==> src/rtl/pipe_ctrl_pkg.sv <==
// Shared types and constants for the pipeline control unit.
package pipe_ctrl_pkg;

  typedef enum logic [1:0] {
    RUN   = 2'd0,
    DWAIT = 2'd1,
    ERR   = 2'd2
  } ctrl_state_e;

  localparam logic [31:0] NOP_INSN = 32'h0000_0013;

endpackage

==> src/rtl/pipeline_ctrl_unit_fwd_select.sv <==
// Forwarding priority matcher: picks the nearest writing stage whose rd matches src.
module fwd_select
  import pipe_ctrl_pkg::*;
#(
  parameter int unsigned REG_ADDR_W = 5,
  parameter int unsigned FWD_STAGES = 2,
  parameter int unsigned SEL_W      = $clog2(FWD_STAGES + 1)
) (
  input  logic [REG_ADDR_W-1:0]            src,
  input  logic [FWD_STAGES*REG_ADDR_W-1:0] fwd_rd,
  input  logic [FWD_STAGES-1:0]            fwd_we,
  output logic [SEL_W-1:0]                 sel
);

  always_comb begin
    sel = '0;
    if (src != '0) begin
      // Walk oldest to nearest so the lowest matching stage wins.
      for (int unsigned k = FWD_STAGES; k >= 1; k--) begin
        if (fwd_we[k-1] && (fwd_rd[(k-1)*REG_ADDR_W +: REG_ADDR_W] == src))
          sel = SEL_W'(k);
      end
    end
  end

endmodule

==> src/rtl/pipeline_ctrl_unit.sv <==
// Pipeline hazard, forwarding, flush and memory wait-state control for the 5-stage core.
// Optional perf counters enabled by defining PIPE_PERF_CNT_EN.
module pipeline_ctrl_unit
  import pipe_ctrl_pkg::*;
#(
  parameter int unsigned REG_ADDR_W   = 5,
  parameter int unsigned FWD_STAGES   = 2,
  parameter int unsigned SEL_W        = $clog2(FWD_STAGES + 1),
  parameter int unsigned MAX_MEM_WAIT = 15
) (
  input  logic                            clk,
  input  logic                            reset,
  input  logic [REG_ADDR_W-1:0]           id_rs1,
  input  logic [REG_ADDR_W-1:0]           id_rs2,
  input  logic                            id_use_rs1,
  input  logic                            id_use_rs2,
  input  logic [REG_ADDR_W-1:0]           ex_rd,
  input  logic                            ex_we,
  input  logic                            ex_is_load,
  input  logic [REG_ADDR_W-1:0]           ex_rs1,
  input  logic [REG_ADDR_W-1:0]           ex_rs2,
  input  logic [FWD_STAGES*REG_ADDR_W-1:0] fwd_rd,
  input  logic [FWD_STAGES-1:0]           fwd_we,
  input  logic                            misprediction,
  input  logic                            imem_ready,
  input  logic                            dmem_req,
  input  logic                            dmem_ready,
  output logic                            stall_if,
  output logic                            stall_id,
  output logic                            bubble_if_id,
  output logic                            bubble_id_ex,
  output logic                            flush_if_id,
  output logic                            flush_id_ex,
  output logic                            hold_ex_mem,
  output logic                            bubble_mem_wb,
  output logic [SEL_W-1:0]                fwd_a_sel,
  output logic [SEL_W-1:0]                fwd_b_sel,
  output logic                            timeout_err,
  output logic [31:0]                     perf_load_stall,
  output logic [31:0]                     perf_dmem_wait,
  output logic [31:0]                     perf_flush,
  output logic [31:0]                     perf_imem_stall
);

  ctrl_state_e       state, state_nxt;
  logic [7:0]        wcnt, wcnt_nxt;
  logic              lu_prev;
  logic              hold_raw, lu_cond;
  logic              act_hold, act_flush, act_lu, act_imem;
  logic [SEL_W-1:0]  sel_a, sel_b;

  always_ff @(posedge clk) begin
    if (reset) begin
      state       <= RUN;
      wcnt        <= '0;
      timeout_err <= 1'b0;
      lu_prev     <= 1'b0;
    end else begin
      state   <= state_nxt;
      wcnt    <= wcnt_nxt;
      lu_prev <= act_lu;
      if (state_nxt == ERR)
        timeout_err <= 1'b1;
    end
  end

  always_comb begin
    state_nxt = state;
    wcnt_nxt  = wcnt;
    unique case (state)
      RUN: begin
        if (dmem_req && !dmem_ready) begin
          state_nxt = DWAIT;
          wcnt_nxt  = 8'd1;
        end
      end
      DWAIT: begin
        if (dmem_ready) begin
          state_nxt = RUN;
          wcnt_nxt  = '0;
        end else if (wcnt == 8'(MAX_MEM_WAIT)) begin
          state_nxt = ERR;
        end else begin
          wcnt_nxt = wcnt + 8'd1;
        end
      end
      ERR: ;
      default: begin
        state_nxt = RUN;
        wcnt_nxt  = '0;
      end
    endcase
  end

  // Load-use answers once per occurrence; lu_prev masks the cycle right after a stall.
  always_comb begin
    hold_raw = (state != RUN) || (dmem_req && !dmem_ready);
    lu_cond  = ex_is_load && ex_we && (ex_rd != '0) &&
               ((id_use_rs1 && (ex_rd == id_rs1)) || (id_use_rs2 && (ex_rd == id_rs2)));
    act_hold  = 1'b0;
    act_flush = 1'b0;
    act_lu    = 1'b0;
    act_imem  = 1'b0;
    if (!reset) begin
      if (hold_raw)                 act_hold  = 1'b1;
      else if (misprediction)       act_flush = 1'b1;
      else if (lu_cond && !lu_prev) act_lu    = 1'b1;
      else if (!imem_ready)         act_imem  = 1'b1;
    end
  end

  assign stall_if      = act_hold | act_lu | act_imem;
  assign stall_id      = act_hold | act_lu;
  assign hold_ex_mem   = act_hold;
  assign bubble_mem_wb = act_hold;
  assign bubble_id_ex  = act_lu;
  assign bubble_if_id  = act_imem;
  assign flush_if_id   = act_flush;
  assign flush_id_ex   = act_flush;

  fwd_select #(
    .REG_ADDR_W (REG_ADDR_W),
    .FWD_STAGES (FWD_STAGES),
    .SEL_W      (SEL_W)
  ) u_fwd_a (
    .src    (ex_rs1),
    .fwd_rd (fwd_rd),
    .fwd_we (fwd_we),
    .sel    (sel_a)
  );

  fwd_select #(
    .REG_ADDR_W (REG_ADDR_W),
    .FWD_STAGES (FWD_STAGES),
    .SEL_W      (SEL_W)
  ) u_fwd_b (
    .src    (ex_rs2),
    .fwd_rd (fwd_rd),
    .fwd_we (fwd_we),
    .sel    (sel_b)
  );

  assign fwd_a_sel = reset ? '0 : sel_a;
  assign fwd_b_sel = reset ? '0 : sel_b;

`ifdef PIPE_PERF_CNT_EN
  always_ff @(posedge clk) begin
    if (reset) begin
      perf_load_stall <= '0;
      perf_dmem_wait  <= '0;
      perf_flush      <= '0;
      perf_imem_stall <= '0;
    end else begin
      if (act_lu   && (perf_load_stall != '1)) perf_load_stall <= perf_load_stall + 32'd1;
      if (act_hold && (perf_dmem_wait  != '1)) perf_dmem_wait  <= perf_dmem_wait  + 32'd1;
      if (act_flush && (perf_flush     != '1)) perf_flush      <= perf_flush      + 32'd1;
      if (act_imem && (perf_imem_stall != '1)) perf_imem_stall <= perf_imem_stall + 32'd1;
    end
  end
`else
  assign perf_load_stall = '0;
  assign perf_dmem_wait  = '0;
  assign perf_flush      = '0;
  assign perf_imem_stall = '0;
`endif

endmodule
==> config.mk <==
export PLATFORM = sky130hd
export DESIGN_NAME = pipeline_ctrl_unit
export DESIGN_NICKNAME = d
export VERILOG_FILES = /design/src/rtl/pipe_ctrl_pkg.sv /design/src/rtl/pipeline_ctrl_unit_fwd_select.sv /design/src/rtl/pipeline_ctrl_unit.sv
export SDC_FILE = /design/constraint.sdc
export NUM_CORES = 1
export LEC_CHECK = 0
export BUFFER_PORTS_ARGS = -buffer_cell sky130_fd_sc_hd__buf_2
export CAP_MARGIN = 20
export CORE_AREA = 10 10 83 85
export DETAILED_ROUTE_END_ITERATION = 8
export DIE_AREA = 0 0 93 95
export GPL_TIMING_DRIVEN = 0
export PLACE_DENSITY = 0.85
export SLEW_MARGIN = 0
export SYNTH_ARGS = -nofsm -noshare
export SYNTH_HDL_FRONTEND = slang
export SYNTH_SLANG_ARGS = --single-unit
==> constraint.sdc <==
create_clock -name clk -period 4.2 [get_ports clk]
set_input_delay 0.21 -clock clk [delete_from_list [all_inputs] [get_ports clk]]
set_output_delay 0.21 -clock clk [all_outputs]
set_load 0.05 [all_outputs]
==> reports/qor.yml, run 1 <==
sta:
  final.setup_skew_ns: 0.001391
  rsz0062_at_grt: "false"
  min_period_over_period_pct: 51.39
  max_freq_mhz: 463.3
  setup_viol: 0
  tns_ns: 0
  drv_slew: 0
  timing.final.hold_violations: 0
  finalCriticalPeriod_ns: 2.158
detailed_routing:
  drc: 0
  drtAntennaViolNets: 0
  vias: 1962
  drt_pass1_iterations: 4
  drt_iter0_drc: 36
  wire_per_inst_um: 11.98
  vias_per_cell: 3.709
  wirelength_um: 6339
placement:
  gp_congestion: 0.8357
  numPortBuffers: 59
  dp_hpwl_um: 5845
  dpl_cell_area_um2: 2944
clocking:
  cts_root_buf: "clkbuf_8"
  h-tree-depth: 1
  numCtsBuffers: 3
  clk_pin_slew_ns: 0.05
  cts_tree: "done"
  numClockSinks: 12
  clock_latency_ns: 0.24
  cts_resized: 0
  ctsHoldBuffers: 0
  cts_setup_buffers: 0
  cts_max_path_buffers: 2
worst_setup_path:
  cpPeakStageDelay_ns: 0.37
  path_buf_inv: 2
  worstPathCellList: "clkbuf_1 > or2_2 > a2111oi_4 > nand2_1 > o211ai_1 > buf_2"
  worstSetupStartpointType: "flop"
  crit_slowest_cell: "or2_2"
  crit_required_ns: 3.99
  critical_path_class: "flop to primary output"
  cp_max_fo: 9
  crit_family: "simple AND/OR/NAND/NOR gates"
  critPathArrivalTime_ns: 1.95
  worst_setup_path_end_kind: "primary output"
global_route:
  grt_pass1_vias: 1946
  grt.total_usage_pct: 12.67
  antenna_found_initial: 0
  grt_max_degree: 11
  gr-total-overflow: 0
  grt_pass1_wl_um: 9170
yosys:
  ys.flop_type: "dfxtp_1"
  synth-edff-count: 0
  ys_warn_count: 0
  syn_inst: 267
  syn_avg_cell_area_um2: 7.798
  synth_area_um2: 2082
  ys_top_cells_by_area: "buf_4, dfxtp_1, xor2_1"
  ys_ff_latch: 12
  synth_cell_types: 40
  ys_seq_area_share_pct: 11.54
  synth_top_area_share_pct: 46.88
  yosysTopAreaCell: "buf_4"
  async_flop_share_pct: 0
power_and_ir_drop:
  worst_ir_drop_vdd_uv: 114.2
  pwr_density_cell_nw_per_um2: 234.7
  p_leak_nw: 1.813
floorplan:
  core_area_um2: 5338
  ioPinCount: 188
  dieArea_um2: 8835
  initial_utilization_pct: 39.01
  num_rows: 27
  dieHeight_um: 95
  die_w_um: 93
finish:
  final_nets: 506
  n_fill_cell: 487
  area_growth_pct: 44.05
  design_area_um2: 2999
  drive_above_1_share_pct: 44.20
  diodes: 0
  utilization_pct: 56.19
job:
  maxCapViolCount: 0
worst_hold_path:
  hold_class: "primary input to flop"
run_status:
  outcome: "finished, final reports clean"
## cells in the final DEF, fill, tap and decap left out, drive strengths merged
cell type  instances
a2111oi            1
a211o              1
a21oi             11
a221oi             1
a32oi              1
and2               2
and3               2
and3b              3
and4               3
buf              190
clkbuf             6
conb             128
dfxtp             12
ha                 1
inv                8
nand2              2
nand3              6
nand3b             1
nand4              1
nand4b             1
nor2              10
nor3               2
nor3b              1
nor4               7
nor4b              2
o211ai             3
o21ai              5
o21ba              1
o22ai              1
o311a              1
o31ai              3
or2                3
or3                1
or4                6
xnor2              4
xor2              26
## through the flow
stage	instances	setup WS (ns)	power, mW	hold WS (ns)
after detailed placement	525	2.299	0.5663	0.4395
after global routing	529	1.918	0.7381	0.2352
after floorplan	394	1.752	0.5201	0.2885
after global placement	525	2.318	0.5633	0.4329
final	529	2.042	0.7039	0.2233
after CTS	529	2.032	0.6942	0.2144
## where the power goes
part | leakage, nW | internal [mW] | switching, mW
logic | 1.69 | 0.126 | 0.333
registers | 0.0971 | 0.116 | 0.00152
clock network | 0.0288 | 0.0829 | 0.0449
total | 1.81 | 0.324 | 0.380
## final cells by class
| cell class | count | area (µm²) | area share [%] |
|---|---|---|---|
| sequential | 12 | 240.2 | 8.010 |
| tap | 72 | 90.09 | 3.004 |
| inverter | 8 | 30.03 | 1.001 |
| timing repair buffer | 59 | 295.3 | 9.846 |
| multi-input combinational | 241 | 1294 | 43.14 |
| buffer | 133 | 994.7 | 33.17 |
| clock buffer | 4 | 55.05 | 1.836 |
## Yosys cell counts, types with 3 or more instances
| cell type | count |
|---|---|
| or4_1 | 6 |
| and3b_1 | 3 |
| o211ai_1 | 3 |
| o31ai_1 | 3 |
| xnor2_1 | 4 |
| xor2_1 | 26 |
| nor2_1 | 9 |
| o21ai_0 | 5 |
| buf_4 | 130 |
| dfxtp_1 | 12 |
| a21oi_1 | 11 |
| inv_1 | 8 |
| nor4_1 | 7 |
| nand3_1 | 6 |
| or2_2 | 3 |
## cells by family after synthesis
family / after synthesis / share of synthesized area (%)
compound gates: 29 / 9.856
xor+xnor: 30 / 12.62
fa+ha+maj: 1 / 0.6009
buf+inv: 141 / 49.22
flops: 12 / 11.54
other cells: 1 / 0.1801
simple gates: 53 / 15.99
## per-layer routing
metal  track usage [%]  vias up  part of all wire (%)
met5                 0        -                     0
met4             3.728        0                  0.99
met3             8.168        6                    14
met2             25.18      101                    55
met1             9.733      839                    30
li1                  -     1016                     -
## registers in the layout, indices dropped and copies added, names as in the netlist
signal       cells
wcnt             8
state            2
timeout_err      1
lu_prev          1
## path summary, 6_finish.rpt
kind | start | end | slack (ns) | cells past startpoint
max | state[0]$_SDFF_PP0_ | stall_if | 2.04 | 6
max reg2reg | wcnt[0]$_SDFFE_PP0P_ | wcnt[3]$_SDFFE_PP0P_ | 2.36 | 6
min | dmem_ready | state[0]$_SDFF_PP0_ | 0.22 | 2
min reg2reg | timeout_err$_SDFFE_PP0N_ | timeout_err$_SDFFE_PP0N_ | 0.44 | 2
No activity file was read; power rests on OpenSTA's default activity.
==> inputs of run 2 (changes only) <==
- ABC_AREA: default -> 1
- CORE_AREA: 10 10 83 85 -> 10 10 91 93
- DIE_AREA: 0 0 93 95 -> 0 0 101 103
- PLACE_DENSITY: 0.85 -> 0.77
- clock period: 4.2 -> 1.98 ns (I/O delays scaled with it)
==> reports/qor.yml, run 2 <==
yosys:
  synth_fa_ha_area_share_pct: 0.5516  # was 0.6010%
  synth_compound_area_share_pct: 5.792  # was 9.856%
  synth_top_area_share_pct: 43.02  # was 46.88%
  yosysMostFrequentCell: "buf_4"  # unchanged
  synth_cell_types: 31  # was 40
  yosysTopAreaCell: "buf_4"  # unchanged
  ys_seq_area_share_pct: 10.59  # was 11.54%
  synth-simple-area-share_pct: 28.68  # was 15.99%
  synthMuxAreaShare_pct: 0  # unchanged
  synth_area_um2: 2268  # was 2082 µm²
  synth_common_cells: "buf_4, nand2_1, inv_1"  # was buf_4, xor2_1, dfxtp_1
  ys_ff_latch: 12  # unchanged
  ys_warn_count: 0  # unchanged
  synth-edff-count: 0  # unchanged
  synth_top_family_by_area: "buffers and inverters"  # unchanged
  ys_top_cells_by_area: "buf_4, nand2_1, dfxtp_1"  # was buf_4, dfxtp_1, xor2_1
  syn_avg_cell_area_um2: 6.164  # was 7.798 µm²
  synthXorXnorAreaFrac_pct: 3.089  # was 12.62%
  ys.flop_type: "dfxtp_1"  # unchanged
  async_flop_share_pct: 0  # unchanged
  syn_inst: 368  # was 267
sta:
  tightest_slew_ns: 0.5198
  tns_ns: 0  # unchanged
  worst_slack_ns: 0.1582  # was 2.042 ns
  max_freq_mhz: 548.9
  holdWs_ns: 0.2116  # was 0.2233 ns
  min_period_over_period_pct: 92.01
  timing.final.hold_violations: 0  # unchanged
  maxSlewHeadroom_pct: 65.35
  rsz0062_at_grt: "false"  # unchanged
  setup_viol: 0  # unchanged
  drv_slew: 0  # unchanged
  finalCriticalPeriod_ns: 1.822
  final.setup_skew_ns: 0.007015  # was 0.001391 ns
detailed_routing:
  wirelength_um: 6483  # was 6339 µm
  vias: 2252  # was 1,962
  drtAntennaViolNets: 0  # unchanged
  drt_iter0_drc: 66  # was 36
  drt_pass1_iterations: 4  # unchanged
  vias_per_cell: 3.535  # was 3.709
  wire_per_inst_um: 10.18  # was 11.98 µm
  drc: 0  # unchanged
placement:
  gp_congestion: 0.8246  # was 0.8357
  dpl_cell_area_um2: 3146  # was 2944 µm²
  dp_hpwl_um: 6023  # was 5845 µm
  dp_slack_ns: 0.3876  # was 2.299 ns
  dpl.cell_count: 634  # was 525
  numPortBuffers: 59  # unchanged
clocking:
  numCtsBuffers: 3  # unchanged
  numClockSinks: 12  # unchanged
  cts_root_buf: "clkbuf_8"  # unchanged
  cts_max_path_buffers: 2  # unchanged
  ctsHoldBuffers: 0  # unchanged
  cts_tree: "done"  # unchanged
  h-tree-depth: 1  # unchanged
  cts_resized: 0  # unchanged
  clock_latency_ns: 0.24  # about the same
  cts_setup_buffers: 0  # unchanged
  clk_pin_slew_ns: 0.05  # about the same
worst_setup_path:
  crit_required_ns: 1.88  # was 3.99 ns
  critical_path_class: "flop to primary output"  # unchanged
  worstSetupStartpointType: "flop"  # unchanged
  cpPeakStageDelay_ns: 0.33  # was 0.37 ns
  crit_start: "state[1]$_SDFF_PP0_"  # was state[0]$_SDFF_PP0_
  critPathCapture: "stall_if"  # unchanged
  crit_slowest_cell: "dfxtp_1"  # was or2_2
  worst_setup_path_end_kind: "primary output"  # unchanged
  crit_family: "simple AND/OR/NAND/NOR gates"  # unchanged
  crit_top_cell: "nand3_1"
  r2r_cells: 8  # was 6
  path_buf_inv: 3  # was 2
  critPathArrivalTime_ns: 1.72  # was 1.95 ns
  reg2reg_to: "wcnt[1]$_SDFFE_PP0P_"  # was wcnt[3]$_SDFFE_PP0P_
  worstPathCellList: "inv_2 > nand2_2 > nor2_2 > nand3_1 > inv_1 > nand3_2 > nand3_1 > buf_2"  # was clkbuf_1 > or2_2 > a2111oi_4 > nand2_1 > o211ai_1 > buf_2
  cp_num_cells: 8  # was 6
  cp_max_fo: 4  # was 9
  regToRegSetupSlack_ns: 0.55  # was 2.36 ns
  r2r_start: "wcnt[0]$_SDFFE_PP0P_"  # unchanged
finish:
  area_growth_pct: 40.49  # was 44.05%
  final_nets: 607  # was 506
  fin_cells: 637  # was 529
  largest_reg_flops: 8  # unchanged
  drive_above_1_share_pct: 38.24  # was 44.20%
  mostFrequentLayoutCells: "buf_4, conb_1, nand2_1"  # was buf_4, conb_1, buf_2
  largestRegisters: "wcnt x8, state x2"  # unchanged
  top_register: "wcnt"  # unchanged
  final_common_cell: "buf_4"  # unchanged
  diodes: 0  # unchanged
  design_area_um2: 3187  # was 2999 µm²
  utilization_pct: 48.51  # was 56.19%
floorplan:
  die_w_um: 101  # was 93 µm
  num_rows: 30  # was 27
  core_area_um2: 6569  # was 5338 µm²
  initial_utilization_pct: 34.53  # was 39.01%
  dieArea_um2: 10400  # was 8835 µm²
  dieHeight_um: 103  # was 95 µm
  ioPinCount: 188  # unchanged
power_and_ir_drop:
  seqPwrFrac_pct: 17.0  # was 16.6%
  pwr-share-clk_pct: 15.0  # was 18.2%
  p_int_mw: 0.6509  # was 0.3244 mW
  worst_ir_drop_vdd_uv: 222.3  # was 114.2 µV
  pwr-share-comb_pct: 68.0  # was 65.2%
  pwr_density_cell_nw_per_um2: 462.6  # was 234.7 nW/µm²
  power_mw: 1.474  # was 0.7039 mW
  p_leak_nw: 2.097  # was 1.813 nW
  switching_power_mw: 0.8235  # was 0.3796 mW
  sw_frac_of_total_pct: 55.85  # was 53.92%
worst_hold_path:
  hold_class: "primary input to flop"  # unchanged
global_route:
  grtUsageMet2_pct: 20.34  # was 25.18%
  use_met1_pct: 10.64  # was 9.733%
  met3_usage_pct: 6.434  # was 8.168%
  grt_pass1_vias: 2099  # was 1,946
  grt_max_degree: 11  # unchanged
  gr-total-overflow: 0  # unchanged
  grt_pass1_wl_um: 9563  # was 9170 µm
  busiest_layer: "met2"  # unchanged
  antenna_found_initial: 0  # unchanged
  grt.total_usage_pct: 11.13  # was 12.67%
job:
  maxCapViolCount: 0  # unchanged
run_status:
  outcome: "finished, final reports clean"  # unchanged
==> run 2: cell types whose count changed in the layout (fill, tap and decap cells not counted), moves of 5 or more <==
cell     delta
nor4_1      -5
xor2_1     -25
nand2_1    +64
inv_1      +36
or4_1       -6
nor2_1     +29
nand4_1    +11
==> run 2: metal layers <==
metal / vias up / part of all wire (%) / routed length [µm]
met1: 887 / 34 / 2200
met3: 4 / 16 / 1006
li1: 1254 / - / -
met2: 107 / 50 / 3235
met5: - / 0 / 0
met4: 0 / 0.62 / 40
==> run 2: how the worst min path moves through the flow <==
stage,cells after the start,end,startpoint,slack [ns]
2_1_floorplan,3,state[0]$_SDFF_PP0_,dmem_ready,0.28
3_3_place_gp,2,timeout_err$_SDFFE_PP0N_,timeout_err$_SDFFE_PP0N_,0.44
3_5_place_dp,2,timeout_err$_SDFFE_PP0N_,timeout_err$_SDFFE_PP0N_,0.45
4_1_cts,5,state[0]$_SDFF_PP0_,dmem_req,0.22
5_1_grt,5,state[0]$_SDFF_PP0_,dmem_req,0.23
6_report,5,state[0]$_SDFF_PP0_,dmem_req,0.21
==> run 2: cell families after synthesis <==
logic type                 Yosys count
adders and majority gates            1
other                                1
xor gates and xnor gates             8
AOI/OAI and AO/OA                   22
and+or+nand+nor                    145
DFF                                 12
buffers and inverters              179
==> run 2: cell type report <==
| cell class | instances | area (µm²) |
|---|---|---|
| inverters | 48 | 180.2 |
| repair buffers | 59 | 295.3 |
| well taps | 80 | 100.1 |
| plain buffers | 131 | 979.7 |
| clock buffers | 3 | 41.29 |
| flip-flops and latches | 12 | 240.2 |
| multi-input cells | 304 | 1350 |
| fillers | 693 | 3382 |
==> run 2: power groups by stage <==
stage / clock network (mW) / registers (mW) / logic (mW)
5_1_grt: 0.238 / 0.252 / 1.07
6_report: 0.221 / 0.251 / 1.00
4_1_cts: 0.226 / 0.251 / 0.982
3_5_place_dp: 0 / 0.256 / 0.981
3_3_place_gp: 0 / 0.256 / 0.977
2_1_floorplan: 0 / 0.255 / 0.884
==> run 2: tightest hold or removal path, delay by kind of cell <==
family                 cells  cell delay, ns
AO/OA/AOI/OAI              1            0.06
buffers and inverters      2            0.15
AND/OR/NAND/NOR            2            0.09
==> inputs of run 3 (changes only) <==
- ABC_AREA: 1 -> 0
- CORE_AREA: 10 10 91 93 -> 10 10 89 91
- DIE_AREA: 0 0 101 103 -> 0 0 99 101
==> reports/qor.yml, run 3 (synthesis gave the netlist of run 1 again) <==
run_status:
  outcome: "finished, final reports clean"  # unchanged
sta:
  max_freq_mhz: 550.8  # was 548.9 MHz
  min_period_over_period_pct: 91.69  # was 92.01%
  setup_viol: 0  # unchanged
  holdWs_ns: 0.08632  # was 0.2116 ns
  finalCriticalPeriod_ns: 1.816  # was 1.822 ns
  rsz0062_at_grt: "false"  # unchanged
  drv_slew: 0  # unchanged
  tns_ns: 0  # unchanged
  final.setup_skew_ns: 0.002380  # was 0.007015 ns
  timing.final.hold_violations: 0  # unchanged
worst_setup_path:
  critPathArrivalTime_ns: 1.99  # was 1.72 ns
  worstPathCellList: "ha_1 > and3_1 > and4_1 > buf_6 > or4_1 > a21oi_1"  # was inv_2 > nand2_2 > nor2_2 > nand3_1 > inv_1 > nand3_2 > nand3_1 > buf_2
  regToRegSetupSlack_ns: 0.16  # was 0.55 ns
  cpPeakStageDelay_ns: 0.49  # was 0.33 ns
  cp_max_fo: 9  # was 4
  worstSetupStartpointType: "flop"  # unchanged
  worst_setup_path_end_kind: "flop"  # was primary output
  crit_required_ns: 2.15  # was 1.88 ns
  critical_path_class: "flop to flop"  # was flop to primary output
  crit_slowest_cell: "or4_1"  # was dfxtp_1
finish:
  diodes: 0  # unchanged
  regArea_um2: 241.5  # was 240.2 µm²
  largest_reg_flops: 8  # unchanged
  final_common_cell: "buf_4"  # unchanged
  drive_above_1_share_pct: 44.40  # was 38.24%
  top_register: "wcnt"  # unchanged
  final_nets: 505  # was 607
  n_fill_cell: 621  # was 693
  multiInputGateArea_um2: 1296  # was 1350 µm²
  mostFrequentLayoutCells: "buf_4, conb_1, buf_2"  # was buf_4, conb_1, nand2_1
  area_growth_pct: 43.93  # was 40.49%
  largestRegisters: "wcnt x8, state x2"  # unchanged
clocking:
  numClockSinks: 12  # unchanged
  clk_pin_slew_ns: 0.05  # about the same
  numCtsBuffers: 3  # unchanged
  cts_setup_buffers: 0  # unchanged
  clock_latency_ns: 0.24  # about the same
  ctsHoldBuffers: 0  # unchanged
  cts_tree: "done"  # unchanged
  cts_max_path_buffers: 2  # unchanged
  h-tree-depth: 1  # unchanged
  cts_root_buf: "clkbuf_8"  # unchanged
floorplan:
  ioPinCount: 188  # unchanged
  die_w_um: 99  # was 101 µm
  core_area_um2: 6205  # was 6569 µm²
  initial_utilization_pct: 33.56  # was 34.53%
  num_rows: 29  # was 30
  dieHeight_um: 101  # was 103 µm
  dieArea_um2: 9999  # was 10,400 µm²
placement:
  numPortBuffers: 59  # unchanged
  dp_hpwl_um: 5829  # was 6023 µm
  gp_congestion: 0.7842  # was 0.8246
power_and_ir_drop:
  pwr_density_cell_nw_per_um2: 481.7  # was 462.6 nW/µm²
  worst_ir_drop_vdd_uv: 233.9  # was 222.3 µV
  p_leak_nw: 1.804  # was 2.097 nW
detailed_routing:
  wire_per_inst_um: 11.56  # was 10.18 µm
  vias: 1919  # was 2,252
  drt_pass1_iterations: 4  # unchanged
  drtAntennaViolNets: 0  # unchanged
  vias_per_cell: 3.607  # was 3.535
  drt_iter0_drc: 15  # was 66
  drc: 0  # unchanged
  wirelength_um: 6148  # was 6483 µm
global_route:
  antenna_found_initial: 0  # unchanged
  gr-total-overflow: 0  # unchanged
  grt.total_usage_pct: 10.99  # was 11.13%
  grt_pass1_wl_um: 9114  # was 9563 µm
  grt_pass1_vias: 1969  # was 2,099
  grt_max_degree: 11  # unchanged
worst_hold_path:
  hold_class: "primary input to flop"  # unchanged
job:
  maxCapViolCount: 0  # unchanged
==> run 3: changes by cell type in the layout (fill, tap and decap cells not counted), moves of 4 or more <==
cell / change
nor4_1: +5
inv_1: -36
xor2_1: +25
nand3_1: -4
nand2_1: -64
nor2_1: -29
or4_1: +6
nand4_1: -11
inv_2: -4
==> run 3: area by class of cell <==
| cell class | count | share of cell area (%) |
|---|---|---|
| multi-input cells | 241 | 43.26 |
| plain buffers | 132 | 33.07 |
| repair buffers | 59 | 10.02 |
| flip-flops and latches | 12 | 8.058 |
| well taps | 77 | 3.215 |
| clock buffers | 3 | 1.378 |
| inverters | 8 | 1.002 |
==> run 3: worst max-delay path, delay by kind of cell (launching register included) <==
family	cells	cell delay (ns)
AOI/OAI and AO/OA	1	0.14
adders and majority gates	1	0.23
buffers and inverters	1	0.13
DFF	1	0.33
and+or+nand+nor	3	0.91
==> run 3: per-layer routing <==
| metal | global-route usage [%] | wire [µm] | vias to the layer above |
|---|---|---|---|
| met5 | 0 | 0 | - |
| met4 | 3.749 | 94 | 0 |
| met3 | 7.339 | 895 | 8 |
| met2 | 21.49 | 3349 | 98 |
| met1 | 8.261 | 1809 | 796 |
| li1 | - | - | 1017 |
==> run 3: where the power goes <==
part           internal, mW  total, mW  switching, mW
sequential            0.246      0.251        0.00483
combinational         0.269      0.972          0.703
clock                 0.134      0.221         0.0871
total                 0.648       1.44          0.795
==> run 3: what timing repair did <==
item / in CTS / in global routing
pin swaps: 0 / 3
gates resized for setup: 1 / 2
endpoints found under the setup margin: 1 / 4
endpoints found under the hold margin: 0 / 0
==> run 3: stage by stage <==
step,utilization [%],instance area [µm²],worst slack [ns],cells,power [mW]
final,48.30,2997,0.1645,532,1.444
after global routing,48.30,2997,0.02517,532,1.513
after CTS,48.46,3007,0.01131,533,1.435
after detailed placement,47.75,2963,0.1548,530,1.207
after global placement,47.75,2963,0.1980,530,1.202
after floorplan,-,2571,-0.03496,394,1.106
==> run 3: final timing paths <==
kind,start,endpoint,cells past startpoint
max,wcnt[0]$_SDFFE_PP0P_,wcnt[3]$_SDFFE_PP0P_,6
max reg2reg,wcnt[0]$_SDFFE_PP0P_,wcnt[3]$_SDFFE_PP0P_,6
min,dmem_ready,state[0]$_SDFF_PP0_,2
min reg2reg,timeout_err$_SDFFE_PP0N_,timeout_err$_SDFFE_PP0N_,2
